**src/rtl/bht_pkg.sv**
```systemverilog
// Shared types, counter encodings and the saturating-counter helper for the
// BHT update sequencer.
package bht_pkg;

  typedef struct packed {
    int unsigned BHTEntries;
    int unsigned INSTR_PER_FETCH;
    int unsigned VLEN;
  } bht_cfg_t;

  localparam bht_cfg_t BHT_CFG_DEFAULT = '{BHTEntries: 128, INSTR_PER_FETCH: 2, VLEN: 32};
  localparam int unsigned BHT_DEF_IDX_BITS = $clog2(BHT_CFG_DEFAULT.BHTEntries);

  typedef struct packed {
    logic [BHT_DEF_IDX_BITS-1:0] index;
  } bht_meta_t;

  typedef struct packed {
    logic                            valid;
    logic [BHT_CFG_DEFAULT.VLEN-1:0] pc;
    logic                            taken;
    bht_meta_t                       metadata;
  } bht_update_default_t;

  typedef enum logic [1:0] {
    FLUSH,
    IDLE,
    UPD_RD,
    UPD_WR
  } bht_sched_state_e;

  localparam logic [1:0] BHT_SAT_NT  = 2'b00;
  localparam logic [1:0] BHT_WEAK_NT = 2'b01;
  localparam logic [1:0] BHT_SAT_T   = 2'b11;

  function automatic logic [1:0] bht_sat_update(input logic [1:0] ctr, input logic taken);
    logic [1:0] res;
    if (taken) res = (ctr == BHT_SAT_T) ? ctr : ctr + 2'd1;
    else       res = (ctr == BHT_SAT_NT) ? ctr : ctr - 2'd1;
    return res;
  endfunction

endpackage

```
**src/rtl/bht_upd_fifo.sv**
```systemverilog
// Small synchronous FIFO for queued BHT updates; clear has priority over
// push/pop, and a push while full is dropped even if a pop happens.
module bht_upd_fifo #(
  parameter int unsigned DEPTH = 4,
  parameter int unsigned WIDTH = 8
) (
  input  logic             clk_i,
  input  logic             rst_ni,
  input  logic             clear_i,
  input  logic             push_i,
  input  logic             pop_i,
  input  logic [WIDTH-1:0] data_i,
  output logic [WIDTH-1:0] data_o,
  output logic             full_o,
  output logic             empty_o
);

  localparam int unsigned PTR_BITS = $clog2(DEPTH);

  logic [WIDTH-1:0]    mem_q [DEPTH];
  logic [PTR_BITS-1:0] wr_ptr_q, wr_ptr_d, rd_ptr_q, rd_ptr_d;
  logic [PTR_BITS:0]   cnt_q, cnt_d;
  logic                full_q;
  logic                do_push, do_pop;

  assign do_push = push_i && !full_q;
  assign do_pop  = pop_i && (cnt_q != '0);

  always_comb begin
    wr_ptr_d = wr_ptr_q;
    rd_ptr_d = rd_ptr_q;
    cnt_d    = cnt_q;
    if (clear_i) begin
      wr_ptr_d = '0;
      rd_ptr_d = '0;
      cnt_d    = '0;
    end else begin
      if (do_push) wr_ptr_d = wr_ptr_q + 1'b1;
      if (do_pop)  rd_ptr_d = rd_ptr_q + 1'b1;
      case ({do_push, do_pop})
        2'b10:   cnt_d = cnt_q + 1'b1;
        2'b01:   cnt_d = cnt_q - 1'b1;
        default: cnt_d = cnt_q;
      endcase
    end
  end

  // full is registered from the next occupancy so it has no combinational path
  always_ff @(posedge clk_i) begin
    if (!rst_ni) begin
      wr_ptr_q <= '0;
      rd_ptr_q <= '0;
      cnt_q    <= '0;
      full_q   <= 1'b0;
    end else begin
      wr_ptr_q <= wr_ptr_d;
      rd_ptr_q <= rd_ptr_d;
      cnt_q    <= cnt_d;
      full_q   <= (cnt_d == (PTR_BITS+1)'(DEPTH));
    end
  end

  always_ff @(posedge clk_i) begin
    if (do_push) mem_q[wr_ptr_q] <= data_i;
  end

  assign data_o  = mem_q[rd_ptr_q];
  assign full_o  = full_q;
  assign empty_o = (cnt_q == '0);

endmodule

```
**src/rtl/bht_update_sched.sv**
```systemverilog
// Single-port BHT RAM sequencer: flush walk, prediction reads, queued 2-cycle
// counter RMW updates. Define BHT_SCHED_STATS_EN to add upd_drop_cnt_o.
module bht_update_sched
  import bht_pkg::*;
#(
  parameter bht_cfg_t     CVA6Cfg        = BHT_CFG_DEFAULT,
  parameter type          bht_update_t   = bht_update_default_t,
  parameter int unsigned  NR_ENTRIES     = CVA6Cfg.BHTEntries,
  parameter int unsigned  UPD_FIFO_DEPTH = 4,
  localparam int unsigned IPF            = CVA6Cfg.INSTR_PER_FETCH,
  localparam int unsigned NR_ROWS        = NR_ENTRIES / IPF,
  localparam int unsigned ROW_BITS       = $clog2(NR_ROWS),
  localparam int unsigned COL_BITS       = $clog2(IPF)
) (
  input  logic                clk_i,
  input  logic                rst_ni,
  input  logic                flush_bp_i,
  input  logic                debug_mode_i,
  input  logic                pred_req_i,
  input  logic [ROW_BITS-1:0] pred_row_i,
  output logic                pred_gnt_o,
  input  bht_update_t         bht_update_i,
  output logic                upd_full_o,
  output logic                busy_o,
  output logic                ram_req_o,
  output logic                ram_we_o,
  output logic [ROW_BITS-1:0] ram_addr_o,
  output logic [2*IPF-1:0]    ram_wdata_o,
  input  logic [2*IPF-1:0]    ram_rdata_i
`ifdef BHT_SCHED_STATS_EN
  ,
  output logic [15:0]         upd_drop_cnt_o
`endif
);

  localparam int unsigned IDX_BITS = ROW_BITS + COL_BITS;
  localparam int unsigned ENT_BITS = IDX_BITS + 1;

  bht_sched_state_e    state_q, state_d;
  logic [ROW_BITS-1:0] flush_row_q, flush_row_d;
  logic                upd_accept;
  logic                fifo_pop, fifo_clear, fifo_full, fifo_empty;
  logic [ENT_BITS-1:0] fifo_wdata, fifo_rdata;
  logic                head_taken;
  logic [IDX_BITS-1:0] head_index;
  logic [ROW_BITS-1:0] head_row;
  logic [COL_BITS-1:0] head_col;
  logic [2*IPF-1:0]    rmw_wdata;
  logic                unused_pc;

  assign upd_accept = bht_update_i.valid && !debug_mode_i && (state_q != FLUSH);
  assign fifo_clear = flush_bp_i || (state_q == FLUSH);
  assign fifo_wdata = {bht_update_i.taken, bht_update_i.metadata.index[IDX_BITS-1:0]};
  assign {head_taken, head_index} = fifo_rdata;
  assign head_row   = head_index[IDX_BITS-1:COL_BITS];
  assign head_col   = head_index[COL_BITS-1:0];
  assign unused_pc  = ^bht_update_i.pc;

  bht_upd_fifo #(
    .DEPTH (UPD_FIFO_DEPTH),
    .WIDTH (ENT_BITS)
  ) u_fifo (
    .clk_i   (clk_i),
    .rst_ni  (rst_ni),
    .clear_i (fifo_clear),
    .push_i  (upd_accept),
    .pop_i   (fifo_pop),
    .data_i  (fifo_wdata),
    .data_o  (fifo_rdata),
    .full_o  (fifo_full),
    .empty_o (fifo_empty)
  );

  for (genvar gi = 0; gi < IPF; gi++) begin : g_col
    assign rmw_wdata[2*gi +: 2] = (head_col == COL_BITS'(gi))
                                  ? bht_sat_update(ram_rdata_i[2*gi +: 2], head_taken)
                                  : ram_rdata_i[2*gi +: 2];
  end

  always_comb begin
    state_d     = state_q;
    flush_row_d = flush_row_q;
    fifo_pop    = 1'b0;
    pred_gnt_o  = 1'b0;
    ram_req_o   = 1'b0;
    ram_we_o    = 1'b0;
    ram_addr_o  = '0;
    ram_wdata_o = '0;
    case (state_q)
      FLUSH: begin
        ram_req_o   = 1'b1;
        ram_we_o    = 1'b1;
        ram_addr_o  = flush_row_q;
        ram_wdata_o = {IPF{BHT_WEAK_NT}};
        flush_row_d = flush_row_q + 1'b1;
        if (flush_row_q == ROW_BITS'(NR_ROWS - 1)) begin
          state_d     = IDLE;
          flush_row_d = '0;
        end
      end
      IDLE: begin
        if (pred_req_i) begin
          pred_gnt_o = 1'b1;
          ram_req_o  = 1'b1;
          ram_addr_o = pred_row_i;
        end else if (!fifo_empty) begin
          state_d = UPD_RD;
        end
      end
      UPD_RD: begin
        ram_req_o  = 1'b1;
        ram_addr_o = head_row;
        state_d    = UPD_WR;
      end
      UPD_WR: begin
        // a flush in this cycle abandons the RMW without touching the RAM
        ram_req_o   = !flush_bp_i;
        ram_we_o    = !flush_bp_i;
        ram_addr_o  = head_row;
        ram_wdata_o = rmw_wdata;
        fifo_pop    = 1'b1;
        state_d     = IDLE;
      end
      default: state_d = FLUSH;
    endcase
    if (flush_bp_i) begin
      state_d     = FLUSH;
      flush_row_d = '0;
    end
    if (!rst_ni) begin
      pred_gnt_o  = 1'b0;
      ram_req_o   = 1'b0;
      ram_we_o    = 1'b0;
      ram_addr_o  = '0;
      ram_wdata_o = '0;
    end
  end

  always_ff @(posedge clk_i) begin
    if (!rst_ni) begin
      state_q     <= FLUSH;
      flush_row_q <= '0;
    end else begin
      state_q     <= state_d;
      flush_row_q <= flush_row_d;
    end
  end

  assign busy_o     = (state_q == FLUSH);
  assign upd_full_o = fifo_full;

`ifdef BHT_SCHED_STATS_EN
  logic [15:0] drop_cnt_q, drop_cnt_d;

  always_comb begin
    drop_cnt_d = drop_cnt_q;
    if (flush_bp_i) drop_cnt_d = '0;
    else if (upd_accept && fifo_full && (drop_cnt_q != 16'hFFFF)) drop_cnt_d = drop_cnt_q + 16'd1;
  end

  always_ff @(posedge clk_i) begin
    if (!rst_ni) drop_cnt_q <= '0;
    else         drop_cnt_q <= drop_cnt_d;
  end

  assign upd_drop_cnt_o = drop_cnt_q;
`endif

endmodule

```
**config.mk**
```make
export PLATFORM = sky130hd
export DESIGN_NAME = bht_update_sched
export DESIGN_NICKNAME = d
export VERILOG_FILES = /design/src/rtl/bht_pkg.sv /design/src/rtl/bht_upd_fifo.sv /design/src/rtl/bht_update_sched.sv
export SDC_FILE = /design/constraint.sdc
export NUM_CORES = 1
export LEC_CHECK = 0
export ABC_AREA = 1
export CORE_UTILIZATION = 25
export CTS_CLUSTER_DIAMETER = 120
export CTS_CLUSTER_SIZE = 16
export DETAILED_ROUTE_END_ITERATION = 8
export MAX_ROUTING_LAYER = met4
export SYNTH_ARGS = -nofsm -noshare
export SYNTH_HDL_FRONTEND = slang
export SYNTH_SLANG_ARGS = --single-unit
export TNS_END_PERCENT = 20
```
**constraint.sdc**
```tcl
create_clock -name clk_i -period 2.45 [get_ports clk_i]
set_input_delay 0.49 -clock clk_i [delete_from_list [all_inputs] [get_ports clk_i]]
set_output_delay 0.49 -clock clk_i [all_outputs]
set_load 0.1 [all_outputs]
```
== Word-level counts from Yosys, hierarchy flattened ==
Memories as Yosys holds them, arrays and structs flattened. A register that Yosys moved wholly into a read port is not among the register bits.
Index checks and enable logic that the tools add are counted.

* $add $sub $neg: 9
* $mul: 0
* Div/mod/pow operators: 0
* $lt $le $gt $ge: 0
* Equal/unequal tests: 12
* Shift-type cells: 0
* Mux-type cells: 32
* Bitwise operators: 1
* Reduce and logical (&&, ||, !) cells: 19

{| class="wikitable"
|+ Operators by type and width
! kind !! count
|-
| 2-to-1 mux 2 bit || 13
|-
| 2-to-1 mux 6 bit || 3
|-
| one-hot mux 6 bit (3 select lines) || 1
|-
| equality test 2 bit, second input constant || 5
|-
| adder 2 x 1 -> 2 bit, second input constant || 4
|-
| 2-to-1 mux 1 bit || 8
|-
| one-hot mux 2 bit (4 select lines) || 1
|-
| one-hot mux 4 bit (2 select lines) || 1
|-
| OR reduction 2 bit || 4
|-
| adder 6 x 1 -> 6 bit, second input constant || 1
|-
| equality test 6 bit, second input constant || 1
|-
| zero test 2 bit || 3
|-
| one-hot mux 3 bit (2 select lines) || 1
|-
| equality test 2 x 1 -> 1 bit, second input constant || 2
|-
| logical AND 1 bit || 4
|-
| 2-to-1 mux 4 bit || 1
|-
| != test 2 bit, second input constant || 2
|-
| subtractor 2 x 1 -> 2 bit, second input constant || 2
|-
| adder 3 x 1 -> 3 bit, second input constant || 1
|-
| equality test 3 bit, second input constant || 1
|-
| zero test 1 bit || 3
|-
| zero test 3 bit || 1
|-
| 2-to-1 mux 3 bit || 1
|-
| one-hot mux 1 bit (3 select lines) || 1
|-
| 8 further kinds || 8
|}

* Register bits: 16
* Bits in latches: 0
* Memory bits (writable): 32
* ROM bits: 0
* Input bits: 56
* Output and inout port bits: 15
* Word-level logic and storage cells: 80
* Memories kept: 1

{| class="wikitable"
|+ Memory list
! memory !! words !! width !! rd ports !! clocked after memory_dff !! write ports !! RTL line !! RTL
|-
| u_fifo.mem_q || 4 || 8 || 1 || 1 || 1 || bht_upd_fifo.sv:20 || <nowiki>logic [WIDTH-1:0] mem_q [DEPTH];</nowiki>
|}

== Depth between registers and ports, before layout ==
* Depth after elaboration: 8
* Depth in mapped cells: 12
* Gate-level depth less buffers: 11

== By module ==
A second synthesis with hierarchy kept.

* Cell total of the unflattened synthesis: 282
* Area total of the unflattened synthesis: 2536.2 um^2

{| class="wikitable"
|+ By module, submodules not included
! module !! times used !! cells an instance !! area an instance (um^2) !! seq. area each (um^2)
|-
| bht_upd_fifo || 1 || 147 || 1706.6 || 1161.1
|-
| bht_update_sched || 1 || 135 || 829.5 || 160.2
|}

== Worst setup path before layout ==
Ideal clock, no wire load.

* Path type: reg-to-output
* Start point: reg state_q[0]
* End point: out ram_addr_o[0]
* Arrival time: 3.433 ns
* Data required time: 1.960 ns
* Slack: -1.473 ns
* Stages on the path, launching flop included: 7
* Path buffers: 2
* Cells stage by stage: dfxtp_1 inv_1 ha_1 buf_4 inv_2 buf_4 a31oi_1

* Elaborated cells between the ends (all ways): 7
* Those cells by class: 3 x eq/ne; 2 x mux; 2 x reduce/logical

{| class="wikitable"
|+ RTL lines
! item !! RTL line !! RTL
|-
| start, declared || bht_update_sched.sv:39 || <nowiki>bht_sched_state_e state_q, state_d;</nowiki>
|-
| start signal, assigned || bht_update_sched.sv:144 || <nowiki>state_q <= state_d;</nowiki>
|-
| zero test 2 bit || n/a ||
|-
| net busy_o || bht_update_sched.sv:24 || <nowiki>output logic busy_o,</nowiki>
|-
| one-hot mux 6 bit (3 select lines) || bht_update_sched.sv:89 || <nowiki>case (state_q)</nowiki>
|-
| 2-to-1 mux 6 bit || bht_update_sched.sv:130 || <nowiki>if (!rst_ni) begin</nowiki>
|-
| end, declared || bht_update_sched.sv:27 || <nowiki>output logic [ROW_BITS-1:0] ram_addr_o,</nowiki>
|}

The timed path passes the listed nets, and every way through them passes these cells.

== Worst setup path in the final report ==
* Start point: reg state_q[1]
* End point: out ram_addr_o[0]

* Word-level cells in the longest chain between the ends: 4
* Elaborated cells between the ends (all ways): 7
* Those cells by class: 3 x eq/ne; 2 x mux; 2 x reduce/logical

{| class="wikitable"
|+ RTL lines
! item !! RTL line
|-
| equality test 2 bit || bht_update_sched.sv:89
|-
| OR reduction 2 bit (no source line) || n/a
|-
| one-hot mux 6 bit (3 select lines) (*) || bht_update_sched.sv:89
|-
| 2-to-1 mux 6 bit (*) || bht_update_sched.sv:130
|}

Mark *: on every way between the ends. The rest lies on a longest branch, timed or not.

==> out/qor.txt <==
Run status: finished clean
Overflow after GRT: 0
Distinct cell type count after synthesis: 32
Number of clock sinks: 50
Antenna-violating nets left: 0
Worst EP required: 1.96 ns
Wire length of the first global-routing pass: 9.556 mm
Worst voltage drop across the vdd grid: 0.2192 mV
Simple-gate share of the synthesized area: 22.36%
Transition time at the pin with the least slew margin: 0.3842 ns
H-tree Lvls: 2
IO Pins: 71
Unrepaired setup endpoints after global routing: false
Maximum clock frequency: 421.0 MHz
CTS Buffer Depth: 2
Post-synthesis xor/xnor area fraction: 0.6897%
Post-layout nets: 406
Largest clock skew in the final design: 0.007654 ns
CTS tree: built
Count of hold buffers inserted by post-cts repair: 0
Final routed wirelength across all metal layers: 5.751 mm
# fillers: 1022
Number of nets produced by synthesis: 351
Num rows: 36
Final number of max-transition violations: 0
Gr usage total: 12.28%
Post-synthesis mux area share: 0%
Post-layout minimum cycle time: 2.375 ns
Clock-pin slew on the worst setup and hold paths: 0.09 ns
Die Width: 102.8 um
Pwr/cell area: 425.2 nW/um^2
Total number of vias: 2005
Final period util: 96.96%
Summed area of non-filler cells in the final layout: 3501 sq um
Total count of hold-check failures in the final report: 0
Syn_area_per_cell: 8.975 sq um
Root buf cell: sky130_fd_sc_hd__clkbuf_8
Path category of the worst min-delay check: reg -> reg
Relative max-transition margin: 74.12%
Dominant combinational cell family by area after synthesis: simple AND/OR/NAND/NOR gates
Final-report setup violation count: 0
Number of warnings reported in the yosys synthesis log: 0
Type of origin of the critical path: flip-flop
Maximum fanout encountered on the critical timing path: 18
Sequential-to-total area share from yosys stat: 52.02%
Vias in the first global route: 2054
Floorplan core area: 9819 sq um
Leakage Power: 1.295 nW
Remaining design rule violation count: 0
Largest net degree at the start of global routing: 19
Start-to-end type of the worst setup path: reg -> out
Number of buffers created by CTS: 5
Number of DRC markers after the initial detailed-route iteration: 60
Routability-driven placement congestion ratio: 0.8567
Wire length per cell: 12.18 um
Worst Path Arrival: 1.89 ns
DR vias/cell: 4.248
Max Cap Viol: 0
Hold slack: 0.4653 ns
Adder-cell share of the synthesized area: 6.207%
Number of storage elements in the synthesis netlist: 50
Initial core utilization: 25.87%
Source-to-sink clock delay at the later pin of the worst-skew pair: 0.30 ns
Type of destination of the critical path: output pin
Number of standard cells after synthesis: 283
Layout-stage area growth over the synthesis result: 37.83%
Detail Placement HPWL: 4.465 mm
Die footprint: 10570 sq um
Antenna violations before repair: 0
Area after DPL: 3385 sq um
Proportion of layout cells with a drive suffix above 1: 21.83%
Inserted Diodes: 0
Port-buffer cells: 38
Die Y-Extent: 102.8 um
1st-pass router iterations: 4
Post-synthesis compound-gate area fraction: 11.03%
Synthesized area: 2540 sq um
==> where the power goes <==
group	internal, mW	switching, mW
combinational	0.0613	0.0687
sequential	0.895	0.00163
clock	0.198	0.264
total	1.15	0.334
==> final cells by class <==
type / instances / area [sq um] / share of cell area [%]
sequential: 50 / 1325 / 37.85
multi-input combinational: 193 / 1150 / 32.84
timing repair buffer: 55 / 645.6 / 18.44
tap: 133 / 166.4 / 4.753
inverter: 33 / 131.4 / 3.753
clock buffer: 6 / 72.57 / 2.073
clock inverter: 2 / 10.01 / 0.2859
==> layer usage <==
layer / vias up / wire length (um) / global-route usage (%)
li1: 1038 / - / -
met1: 922 / 2675 / 14.32
met2: 35 / 2726 / 20.97
met3: 10 / 228 / 2.508
met4: 0 / 121 / 4.334
met5: - / 0 / -
==> path summary, 6_finish.rpt <==
path	from	end	depth (start not counted)	slack, ns
worst max-delay path	state_q[1]	ram_addr_o[0]	8	0.07
worst min-delay path	u_fifo.rd_ptr_q[1]	u_fifo.rd_ptr_q[1]	2	0.47
worst max register to register	state_q[1]	u_fifo.full_o	10	0.31
worst min register to register	u_fifo.rd_ptr_q[1]	u_fifo.rd_ptr_q[1]	2	0.47
==> registers in the layout (all words and copies together), names as in the netlist, named ones only <==
signal and cells:
u_fifo.full_o 1, u_fifo.cnt_q 3, u_fifo.wr_ptr_q 2, flush_row_q 6, u_fifo.mem_q 32, u_fifo.rd_ptr_q 2
state_q 2
==> critical path, cell delays in order (launching register included) <==
cell and delay (ns):
sky130_fd_sc_hd__dfxtp_2 0.35, sky130_fd_sc_hd__inv_1 0.14, sky130_fd_sc_hd__ha_4 0.20, sky130_fd_sc_hd__inv_2 0.07, sky130_fd_sc_hd__buf_12 0.17, sky130_fd_sc_hd__or2_2 0.29
sky130_fd_sc_hd__nand2_1 0.13, sky130_fd_sc_hd__a31oi_4 0.05, sky130_fd_sc_hd__buf_12 0.18
==> cells by family after synthesis <==
logic type / count (synthesis)
compound gates: 51
buf+inv: 40
fa+ha+maj: 12
xor+xnor: 2
simple gates: 128
flops: 50
==> synthesized netlist by cell type, drive strengths merged <==
cell type	instances	share of area, %
nand2	56	8.7
nor2	50	8.1
edfxtp	32	38
inv	31	4.9
o21ai	26	5.1
dfxtp	18	14
a21oi	15	3.3
nand3	15	3.9
ha	11	5.4
a31oi	7	1.7
buf	7	2.5
and3	2	0.49
clkinv	2	0.30
o211ai	2	0.59
or2	2	0.49
xor2	2	0.69
a31o	1	0.34
and2	1	0.25
fa	1	0.79
nand4	1	0.25
nor3	1	0.20
==> layout by cell type (no fill, tap or decap), types with 3 or more instances in the layout <==
master | synthesis | final
sky130_fd_sc_hd__buf_4 | 4 | 18
sky130_fd_sc_hd__buf_12 | 0 | 14
sky130_fd_sc_hd__clkbuf_8 | 0 | 5
sky130_fd_sc_hd__inv_1 | 25 | 24
sky130_fd_sc_hd__nand3_1 | 10 | 10
sky130_fd_sc_hd__edfxtp_1 | 32 | 32
sky130_fd_sc_hd__dfxtp_1 | 18 | 15
sky130_fd_sc_hd__dfxtp_2 | 0 | 3
sky130_fd_sc_hd__nor2_2 | 1 | 3
sky130_fd_sc_hd__o21ai_0 | 12 | 12
sky130_fd_sc_hd__o21ai_1 | 14 | 14
sky130_fd_sc_hd__nor2_1 | 47 | 45
sky130_fd_sc_hd__nand2_1 | 54 | 54
sky130_fd_sc_hd__a21oi_1 | 13 | 12
sky130_fd_sc_hd__inv_2 | 4 | 5
sky130_fd_sc_hd__nand3_2 | 5 | 5
sky130_fd_sc_hd__ha_1 | 11 | 10
sky130_fd_sc_hd__a31oi_4 | 0 | 6
sky130_fd_sc_hd__clkdlybuf4s50_1 | 0 | 23
==> through the flow <==
| step | util, % | setup WS (ns) | total power [mW] | setup TNS, ns | std cells |
|---|---|---|---|---|---|
| 4_1_cts | 35.33 | -0.008222 | 1.502 | -0.008222 | 468 |
| 3_3_place_gp | 34.47 | 0.09692 | 1.046 | 0 | 460 |
| 5_1_grt | 35.65 | 0.01116 | 1.540 | 0 | 472 |
| 6_report | 35.65 | 0.07454 | 1.489 | 0 | 472 |
| 3_5_place_dp | 34.47 | 0.06812 | 1.047 | 0 | 460 |
| 2_1_floorplan | - | -0.3643 | 0.9754 | -0.8646 | 283 |
==> repair_timing <==
item,CTS,global route
setup endpoints to repair,8,5
resized for setup,2,2
pin swaps,0,1
buffers inserted,0,4
Power figures use the tool's default switching activity.
